### src/rtl/dual_input_debounce_pkg.sv
// -----------------------------------------------------------------------------
// dual_input_debounce_pkg
// Shared constants and helpers for the dual-input debounce block.
//   DEFAULT_DEBOUNCE_CYCLES : default persistence requirement, in clk cycles
//   SYNC_STAGES             : depth of the per-channel input synchronizer
//   cnt_width(n)            : counter width able to hold 0..n, never below 1
// -----------------------------------------------------------------------------
package dual_input_debounce_pkg;

    localparam int unsigned DEFAULT_DEBOUNCE_CYCLES = 4;
    localparam int unsigned SYNC_STAGES             = 2;

    function automatic int unsigned cnt_width(input int unsigned n);
        int unsigned w;
        w = $clog2(n + 1);
        return (w < 1) ? 1 : w;
    endfunction

endpackage

### src/rtl/dual_input_debounce_if.sv
// -----------------------------------------------------------------------------
// dual_input_debounce_if
// Signal bundle between the raw switch inputs, the debouncer and the gate.
//   raw_a, raw_b     : unsynchronized bouncy inputs
//   a, b             : debounced levels feeding the AND gate
//   rise_a, rise_b   : one-cycle pulses on 0->1 of a / b
//   settled          : both channels idle (no pending transition)
// Modports:
//   master : environment side, drives raw inputs, observes conditioned outputs
//   slave  : debouncer side
// -----------------------------------------------------------------------------
interface dual_input_debounce_if;

    logic raw_a;
    logic raw_b;
    logic a;
    logic b;
    logic rise_a;
    logic rise_b;
    logic settled;

    modport master (
        output raw_a, raw_b,
        input  a, b, rise_a, rise_b, settled
    );

    modport slave (
        input  raw_a, raw_b,
        output a, b, rise_a, rise_b, settled
    );

endinterface

### src/rtl/dual_input_debounce_chan.sv
// -----------------------------------------------------------------------------
// debounce_chan
// One debounce channel: SYNC_STAGES-flop synchronizer, persistence counter and
// registered output level with a registered rising-edge pulse.
//   clk   : system clock, rising edge
//   rst_n : asynchronous active-low reset
//   raw   : unsynchronized input
//   q     : debounced level
//   rise  : one-cycle pulse in the first cycle q reads 1
//   idle  : counter is zero and synchronized input agrees with q
// -----------------------------------------------------------------------------
module debounce_chan
    import dual_input_debounce_pkg::*;
#(
    parameter int unsigned DEBOUNCE_CYCLES = DEFAULT_DEBOUNCE_CYCLES
) (
    input  logic clk,
    input  logic rst_n,
    input  logic raw,
    output logic q,
    output logic rise,
    output logic idle
);

    localparam int unsigned      CNT_W    = cnt_width(DEBOUNCE_CYCLES);
    localparam logic [CNT_W-1:0] CNT_LAST = CNT_W'(DEBOUNCE_CYCLES - 1);

    logic [SYNC_STAGES-1:0] sync_q;
    logic                   sync_out;
    logic                   level_q, level_d;
    logic                   rise_q, rise_d;
    logic [CNT_W-1:0]       cnt_q, cnt_d;

    assign sync_out = sync_q[SYNC_STAGES-1];

    // Pure shift chain: nothing may sit between synchronizer stages.
    always_ff @(posedge clk or negedge rst_n) begin
        if (!rst_n) begin
            sync_q <= '0;
        end else begin
            sync_q <= {sync_q[SYNC_STAGES-2:0], raw};
        end
    end

    // A differing level must be seen DEBOUNCE_CYCLES consecutive cycles; any
    // return to the current level clears the count, so bounces never accumulate.
    always_comb begin
        level_d = level_q;
        cnt_d   = cnt_q;
        rise_d  = 1'b0;
        if (sync_out == level_q) begin
            cnt_d = '0;
        end else if (cnt_q == CNT_LAST) begin
            level_d = sync_out;
            cnt_d   = '0;
            rise_d  = sync_out;
        end else begin
            cnt_d = cnt_q + 1'b1;
        end
    end

    always_ff @(posedge clk or negedge rst_n) begin
        if (!rst_n) begin
            level_q <= 1'b0;
            cnt_q   <= '0;
            rise_q  <= 1'b0;
        end else begin
            level_q <= level_d;
            cnt_q   <= cnt_d;
            rise_q  <= rise_d;
        end
    end

    assign q    = level_q;
    assign rise = rise_q;
    assign idle = (cnt_q == '0) && (sync_out == level_q);

    a_cnt_bounded: assert property (@(posedge clk) disable iff (!rst_n) cnt_q <= CNT_LAST)
        else $error("debounce counter exceeded its last value");

endmodule

### src/rtl/dual_input_debounce.sv
// -----------------------------------------------------------------------------
// dual_input_debounce
// Conditions two raw bouncy inputs into clean levels for the downstream
// two-input AND gate, with rising-edge pulses and a combined settled flag.
//   clk   : system clock, rising edge
//   rst_n : asynchronous active-low reset
//   io    : dual_input_debounce_if.slave
//           raw_a/raw_b in; a/b, rise_a/rise_b, settled out
// -----------------------------------------------------------------------------
module dual_input_debounce
    import dual_input_debounce_pkg::*;
#(
    parameter int unsigned DEBOUNCE_CYCLES = DEFAULT_DEBOUNCE_CYCLES
) (
    input  logic                  clk,
    input  logic                  rst_n,
    dual_input_debounce_if.slave  io
);

    logic idle_a;
    logic idle_b;

    debounce_chan #(
        .DEBOUNCE_CYCLES(DEBOUNCE_CYCLES)
    ) u_chan_a (
        .clk   (clk),
        .rst_n (rst_n),
        .raw   (io.raw_a),
        .q     (io.a),
        .rise  (io.rise_a),
        .idle  (idle_a)
    );

    debounce_chan #(
        .DEBOUNCE_CYCLES(DEBOUNCE_CYCLES)
    ) u_chan_b (
        .clk   (clk),
        .rst_n (rst_n),
        .raw   (io.raw_b),
        .q     (io.b),
        .rise  (io.rise_b),
        .idle  (idle_b)
    );

    assign io.settled = idle_a & idle_b;

endmodule
### src/flat_wrapper.sv
// flat-port wrapper written by rule: the top's interface ports become plain ports
module dual_input_debounce_flat import dual_input_debounce_pkg::*;
#(
    parameter int unsigned DEBOUNCE_CYCLES = DEFAULT_DEBOUNCE_CYCLES
)
  (clk, rst_n, io_raw_a, io_raw_b, io_a, io_b, io_rise_a, io_rise_b, io_settled);
  dual_input_debounce_if io_i ();
  input  logic clk;
  input  logic rst_n;
  input wire logic [$bits(io_i.raw_a)-1:0] io_raw_a;
  input wire logic [$bits(io_i.raw_b)-1:0] io_raw_b;
  output wire logic [$bits(io_i.a)-1:0] io_a;
  output wire logic [$bits(io_i.b)-1:0] io_b;
  output wire logic [$bits(io_i.rise_a)-1:0] io_rise_a;
  output wire logic [$bits(io_i.rise_b)-1:0] io_rise_b;
  output wire logic [$bits(io_i.settled)-1:0] io_settled;
  assign io_i.raw_a = io_raw_a;
  assign io_i.raw_b = io_raw_b;
  assign io_a = io_i.a;
  assign io_b = io_i.b;
  assign io_rise_a = io_i.rise_a;
  assign io_rise_b = io_i.rise_b;
  assign io_settled = io_i.settled;
  dual_input_debounce #(.DEBOUNCE_CYCLES(DEBOUNCE_CYCLES)) u_core (.clk(clk), .rst_n(rst_n), .io(io_i));
endmodule
### config.mk
export PLATFORM = sky130hd
export DESIGN_NAME = dual_input_debounce_flat
export DESIGN_NICKNAME = d
export VERILOG_FILES = /design/src/rtl/dual_input_debounce_pkg.sv /design/src/rtl/dual_input_debounce_if.sv /design/src/rtl/dual_input_debounce_chan.sv /design/src/rtl/dual_input_debounce.sv /design/src/flat_wrapper.sv
export SDC_FILE = /design/constraint.sdc
export NUM_CORES = 1
export LEC_CHECK = 0
export ABC_AREA = 0
export CAP_MARGIN = 20
export CORE_AREA = 2 2 40 42
export CTS_CLUSTER_SIZE = 10
export DETAILED_ROUTE_END_ITERATION = 8
export DIE_AREA = 0 0 42 44
export PLACE_DENSITY = 0.72
export RECOVER_POWER = 25
export SLEW_MARGIN = 20
export SYNTH_ARGS = -nofsm -noshare
export SYNTH_HDL_FRONTEND = slang
export SYNTH_HIERARCHICAL = 1
export SYNTH_SLANG_ARGS = --single-unit
### constraint.sdc
create_clock -name clk -period 1.21 [get_ports clk]
set_input_delay 0.1815 -clock clk [delete_from_list [all_inputs] [get_ports clk]]
set_output_delay 0.1815 -clock clk [all_outputs]
set_load 0.05 [all_outputs]
==> results.json, run 1 <==
{
  "dpl_cell_area_um2": 806,
  "grt_max_degree": 15,
  "final_cell_mix": "dfrtp_1, buf_4, buf_12",
  "crit_path_start_kind": "register",
  "ctsHoldBuffers": 0,
  "relSlewSlack": 0.525,
  "ant_nets": 0,
  "synth.yosys.seq_area_share": 0.601,
  "gr-total-overflow": 0,
  "rsz0062_at_grt": "yes",
  "syn_inst": 40,
  "maxSlewViolCount": 0,
  "die_h_um": 44,
  "crit_path_max_incr_delay_ns": 0.42,
  "crit_type": "reg -> out",
  "core_um2": 1420,
  "preCtsSetupSlack_ns": -0.0574,
  "path_clk_slew_ns": 0.07,
  "dieArea_um2": 1850,
  "period_minus_slack_ns": 1.50,
  "ir_worst_vdd_mv": 1.32,
  "yosys.cell_types.count": 15,
  "holdWs_ns": 0.349,
  "powerDensity_nw_per_um2": 2220,
  "clockBufferDepth": 2,
  "numCtsBuffers": 3,
  "cp.required_ns": 1.03,
  "stdcell_area_um2": 886,
  "antenna_found_initial": 0,
  "worstMarginPinSlew_ns": 0.713,
  "finalCritPeriodShare": 1.24,
  "status": "finished with violations",
  "min_path_type": "in -> reg",
  "drc": 0,
  "end_kind": "primary output",
  "row_count": 14,
  "fin_skew_ns": 0.00143,
  "synth_nets": 48,
  "post-dp-hpwl_um": 647,
  "drive_gt1_frac": 0.547,
  "crit_chain": "xnor2_2, and3b_1, and2_4, buf_12",
  "wirelength_um": 885,
  "port-buffer-count": 8,
  "netlist_area_um2": 583,
  "syn_avg_cell_area_um2": 14.6,
  "clk_latency_ns": 0.27,
  "report.final.hold_viol_count": 0,
  "grt_pass1_vias": 384,
  "drt_iter0_markers": 0,
  "viasPerCell": 4.59,
  "gp_congestion": 0.649,
  "ys_seq_elements": 14,
  "grt_util_all_layers": 0.123,
  "insertedDiodeCount": 0,
  "fillers": 105,
  "post-route-util": 0.624,
  "timing.final.ws_setup_ns": -0.291,
  "htreeDepth": 1,
  "initial_utilization": 0.411,
  "syn_to_final_growth_pct": 51.9,
  "finalSetupViolCount": 3,
  "cap_violations": 0,
  "cp.arrival_ns": 1.32,
  "cts.sinks": 14,
  "dr_total_vias": 367,
  "layout.cells.most_common": "dfrtp_1",
  "wire_per_inst_um": 11.1,
  "io_pins": 9,
  "p_leak_nw": 0.424,
  "final_nets": 73,
  "cts_tree": "done",
  "cp_max_fo": 2,
  "grt_first_pass_wirelength_um": 1500,
  "drt-pass1-iter-count": 1,
  "clock.fmax_mhz": 666,
  "ys_warn_count": 6,
  "clockRootBuffer": "clkbuf_4",
  "violations": "setup timing",
  "total_power_mw": 1.97,
  "slowest_stage": "dfrtp_1",
  "die_x_um": 42
}
## state kept, by name (all words and copies together), names as in the netlist
register and flops:
u_core/u_chan_b/rise 1, u_core/u_chan_b/sync_q 2, u_core/u_chan_a/rise 1, u_core/u_chan_a/cnt_q 3, u_core/u_chan_b/q 1, u_core/u_chan_b/cnt_q 3
u_core/u_chan_a/q 1, u_core/u_chan_a/sync_q 2
## worst paths after layout
path | startpoint | to | slack [ns] | depth (start not counted)
worst max-delay path | u_core/u_chan_a/sync_q[1] | io_settled | -0.29 | 4
min in group asynchronous | rst_n | u_core/u_chan_b/sync_q[0] | 0.47 | 2
worst min-delay path | io_raw_a | u_core/u_chan_a/sync_q[0] | 0.35 | 1
max in group asynchronous | rst_n | u_core/u_chan_a/q | 0.25 | 2
worst max register to register | u_core/u_chan_a/cnt_q[0] | u_core/u_chan_a/q | -0.03 | 4
worst min register to register | u_core/u_chan_b/sync_q[0] | u_core/u_chan_b/sync_q[1] | 0.36 | 0
## area by class of cell
cell class | count | area, um^2 | area share
inverter | 4 | 15.0 | 0.0169
sequential | 14 | 353 | 0.398
tap | 16 | 20.0 | 0.0226
clock buffer | 4 | 36.3 | 0.0410
timing repair buffer | 20 | 216 | 0.244
multi-input combinational | 22 | 245 | 0.277
## kinds of logic (layout without fill, tap and decap cells)
group / count (synthesis) / in the layout / synth area share
xor+xnor: 3 / 3 / 0.0451
flops: 14 / 14 / 0.601
fa+ha+maj: 4 / 4 / 0.0858
mux: 2 / 2 / 0.0386
buf+inv: 4 / 28 / 0.0257
simple gates: 13 / 13 / 0.204
## layer usage
metal / wire length [um] / up-vias / global-route usage
li1: - / 179 / -
met1: 386 / 175 / 0.141
met2: 425 / 8 / 0.181
met3: 31 / 5 / 0.0250
met4: 40 / 0 / 0.135
met5: 0 / - / 0
## Yosys cell counts
library cell | n | area share
and3b_2 | 2 | 0.034
nor3_1 | 1 | 0.0086
xor2_1 | 1 | 0.015
mux2_2 | 1 | 0.019
ha_1 | 4 | 0.086
nor3b_1 | 3 | 0.039
xnor2_1 | 2 | 0.030
nor3b_2 | 1 | 0.021
dfrtp_1 | 14 | 0.60
and3b_1 | 1 | 0.015
mux2_1 | 1 | 0.019
nor3_2 | 1 | 0.017
nor2b_4 | 2 | 0.047
and2_1 | 2 | 0.021
inv_1 | 4 | 0.026
## report_power, final
group	switching (mW)	internal (mW)
registers	0.0618	0.573
logic	0.451	0.567
clock network	0.135	0.183
total	0.647	1.32
## worst max-delay path: cells and delay by family, from the launching register on
kind / cells / cell delay (ns)
XOR/XNOR: 1 / 0.19
buffers and inverters: 1 / 0.12
AND/OR/NAND/NOR: 2 / 0.31
flip-flops: 1 / 0.42
## stage by stage
| stage | TNS [ns] | cells |
|---|---|---|
| after floorplan | -0.104 | 40 |
| after global placement | 0 | 72 |
| after detailed placement | -0.0574 | 72 |
| after CTS | -0.354 | 78 |
| after global routing | -0.482 | 80 |
| final | -0.332 | 80 |
## timing repair
item / CTS / global route
setup endpoints to repair: 1 / 4
setup buffers: 2 / 2
pin swaps: 2 / 2
gates resized for setup: 5 / 0
Note: power is estimated with default switching activity, not from simulation.
==> inputs of run 2 (changes only) <==
PLACE_DENSITY = 0.67   (was 0.72)
==> run 2 against run 1 <==
- the flow still finishes with violations (setup timing)
- utilization increased by 2.3 points
- via count increased by 1.6%
- critical path type unchanged
- clock power decreased by 15%
- largest power group unchanged
- sequential share of layout area decreased by 1.4 points
- highest routed layer is now met3
==> results.json, run 2 (synthesis gave the netlist of run 1 again) <==
{
  "status": "finished with violations",
  "violations": "setup timing",
  "fillers": 98,
  "clock.fmax_mhz": 653,
  "drive_gt1_frac": 0.538,
  "cts.sinks": 14,
  "clockRootBuffer": "clkbuf_4",
  "io_pins": 9,
  "drt-pass1-iter-count": 2,
  "final_nets": 74,
  "drc": 0,
  "p_int_mw": 1.33,
  "p_leak_nw": 0.427,
  "min_path_type": "in -> reg",
  "worstMarginPinSlew_ns": 0.741,
  "use_met2": 0.250,
  "cap_violations": 0,
  "p_seq_frac": 0.326,
  "rr_startpoint": "u_core/u_chan_b/cnt_q[0]",
  "final_cell_mix": "dfrtp_1, buf_4, buf_12",
  "final_cells": 81,
  "htreeDepth": 1,
  "wirelength_um": 1110,
  "relSlewSlack": 0.506,
  "finalCritPeriodShare": 1.27,
  "r2r-end": "u_core/u_chan_b/q",
  "crit_start": "u_core/u_chan_b/cnt_q[1]",
  "endpoint": "io_settled",
  "die_x_um": 42,
  "ir_worst_vdd_mv": 1.42,
  "clockBufferDepth": 2,
  "wire_per_inst_um": 13.7,
  "cp_max_fo": 2,
  "grt_first_pass_wirelength_um": 1840,
  "fin_skew_ns": 0.00540,
  "clk_latency_ns": 0.27,
  "dp_cells": 70,
  "rsz0062_at_grt": "yes",
  "layout.cells.most_common": "dfrtp_1",
  "combPwrFrac": 0.542,
  "grt_max_degree": 15,
  "swShare": 0.347,
  "grt_util_all_layers": 0.139,
  "ant_nets": 0,
  "maxSlewViolCount": 0,
  "die_h_um": 44,
  "antenna_found_initial": 0,
  "crit_path_start_kind": "register",
  "gr-usage-met3": 0.0375,
  "use_met1": 0.154,
  "drt_iter0_markers": 2,
  "port-buffer-count": 8,
  "insertedDiodeCount": 0,
  "end_kind": "primary output",
  "gp_congestion": 0.600,
  "cts_tree": "done",
  "report.final.hold_viol_count": 0,
  "gr-total-overflow": 0,
  "dieArea_um2": 1850,
  "numCtsBuffers": 3,
  "setup_tns_ns": -0.368,
  "dr_total_vias": 373,
  "net-switching-power_mw": 0.710,
  "busiest_layer": "met2",
  "rr_worst_depth": 4,
  "row_count": 14,
  "grt_pass1_vias": 407,
  "core_um2": 1420,
  "cp.required_ns": 1.03,
  "crit_type": "reg -> out",
  "path_clk_slew_ns": 0.08,
  "finalSetupViolCount": 3,
  "cp.arrival_ns": 1.35,
  "timing.final.ws_setup_ns": -0.322,
  "ctsHoldBuffers": 0,
  "post-route-util": 0.647,
  "viasPerCell": 4.60,
  "syn_to_final_growth_pct": 57.5,
  "powerDensity_nw_per_um2": 2220,
  "period_minus_slack_ns": 1.53,
  "top_regs": "u_core/u_chan_a/cnt_q (3), u_core/u_chan_b/cnt_q (3)",
  "rrSetupSlack_ns": -0.04,
  "post-dp-hpwl_um": 716,
  "pwr-share-clk": 0.132,
  "initial_utilization": 0.411
}
==> run 2: area by class of cell <==
type | instances | area, um^2 | share of cell area
multi-input cells | 22 | 273 | 0.297
flip-flops and latches | 14 | 353 | 0.384
repair buffers | 21 | 231 | 0.252
clock buffers | 4 | 26.3 | 0.0286
well taps | 16 | 20.0 | 0.0218
inverters | 4 | 15.0 | 0.0163
==> run 2: per-stage QoR <==
stage / area [um^2] / hold WS (ns) / worst slack (ns) / total power [mW]
finish: 918 / 0.343 / -0.322 / 2.04
global route: 918 / 0.338 / -0.418 / 2.18
CTS: 882 / 0.202 / -0.309 / 1.95
detailed placement: 791 / 0.358 / -0.0827 / 1.55
global placement: 791 / 0.335 / -0.0430 / 1.53
floorplan: 596 / -0.114 / -0.104 / 1.13
==> run 2: worst min path at each step <==
stage                                endpoint  cells past startpoint                       from
finish              u_core/u_chan_b/sync_q[0]                      1                   io_raw_b
floorplan            u_core/u_chan_a/cnt_q[0]                      0                      rst_n
detailed placement  u_core/u_chan_b/sync_q[1]                      0  u_core/u_chan_b/sync_q[0]
global route        u_core/u_chan_b/sync_q[0]                      1                   io_raw_b
CTS                 u_core/u_chan_a/sync_q[1]                      2                      rst_n
global placement    u_core/u_chan_a/sync_q[1]                      0  u_core/u_chan_a/sync_q[0]
==> run 2: per-layer routing <==
| layer | up-vias | share of wire |
|---|---|---|
| li1 | 182 | - |
| met1 | 184 | 0.40 |
| met4 | 0 | 0 |
| met3 | 0 | 0.028 |
| met5 | - | 0 |
| met2 | 7 | 0.57 |
==> run 2: worst max-delay path: stages (launching register included) <==
cell and delay, ns:
dfrtp_1 0.42, inv_1 0.07, ha_1 0.14, nor3b_4 0.17, and2_4 0.17, buf_12 0.13
==> run 2: power groups by stage <==
stage          Sequential, mW  Clock (mW)  Combinational, mW
2_1_floorplan           0.797           0              0.330
3_3_place_gp            0.655           0              0.879
3_5_place_dp            0.663           0              0.889
4_1_cts                 0.647       0.281               1.02
5_1_grt                 0.675       0.304               1.21
6_report                0.666       0.269               1.11
==> run 2: repair_timing <==
item | in CTS | in global routing
resized for setup | 4 | 6
setup endpoints to repair | 3 | 5
setup buffers | 6 | 1
pin swaps | 2 | 1
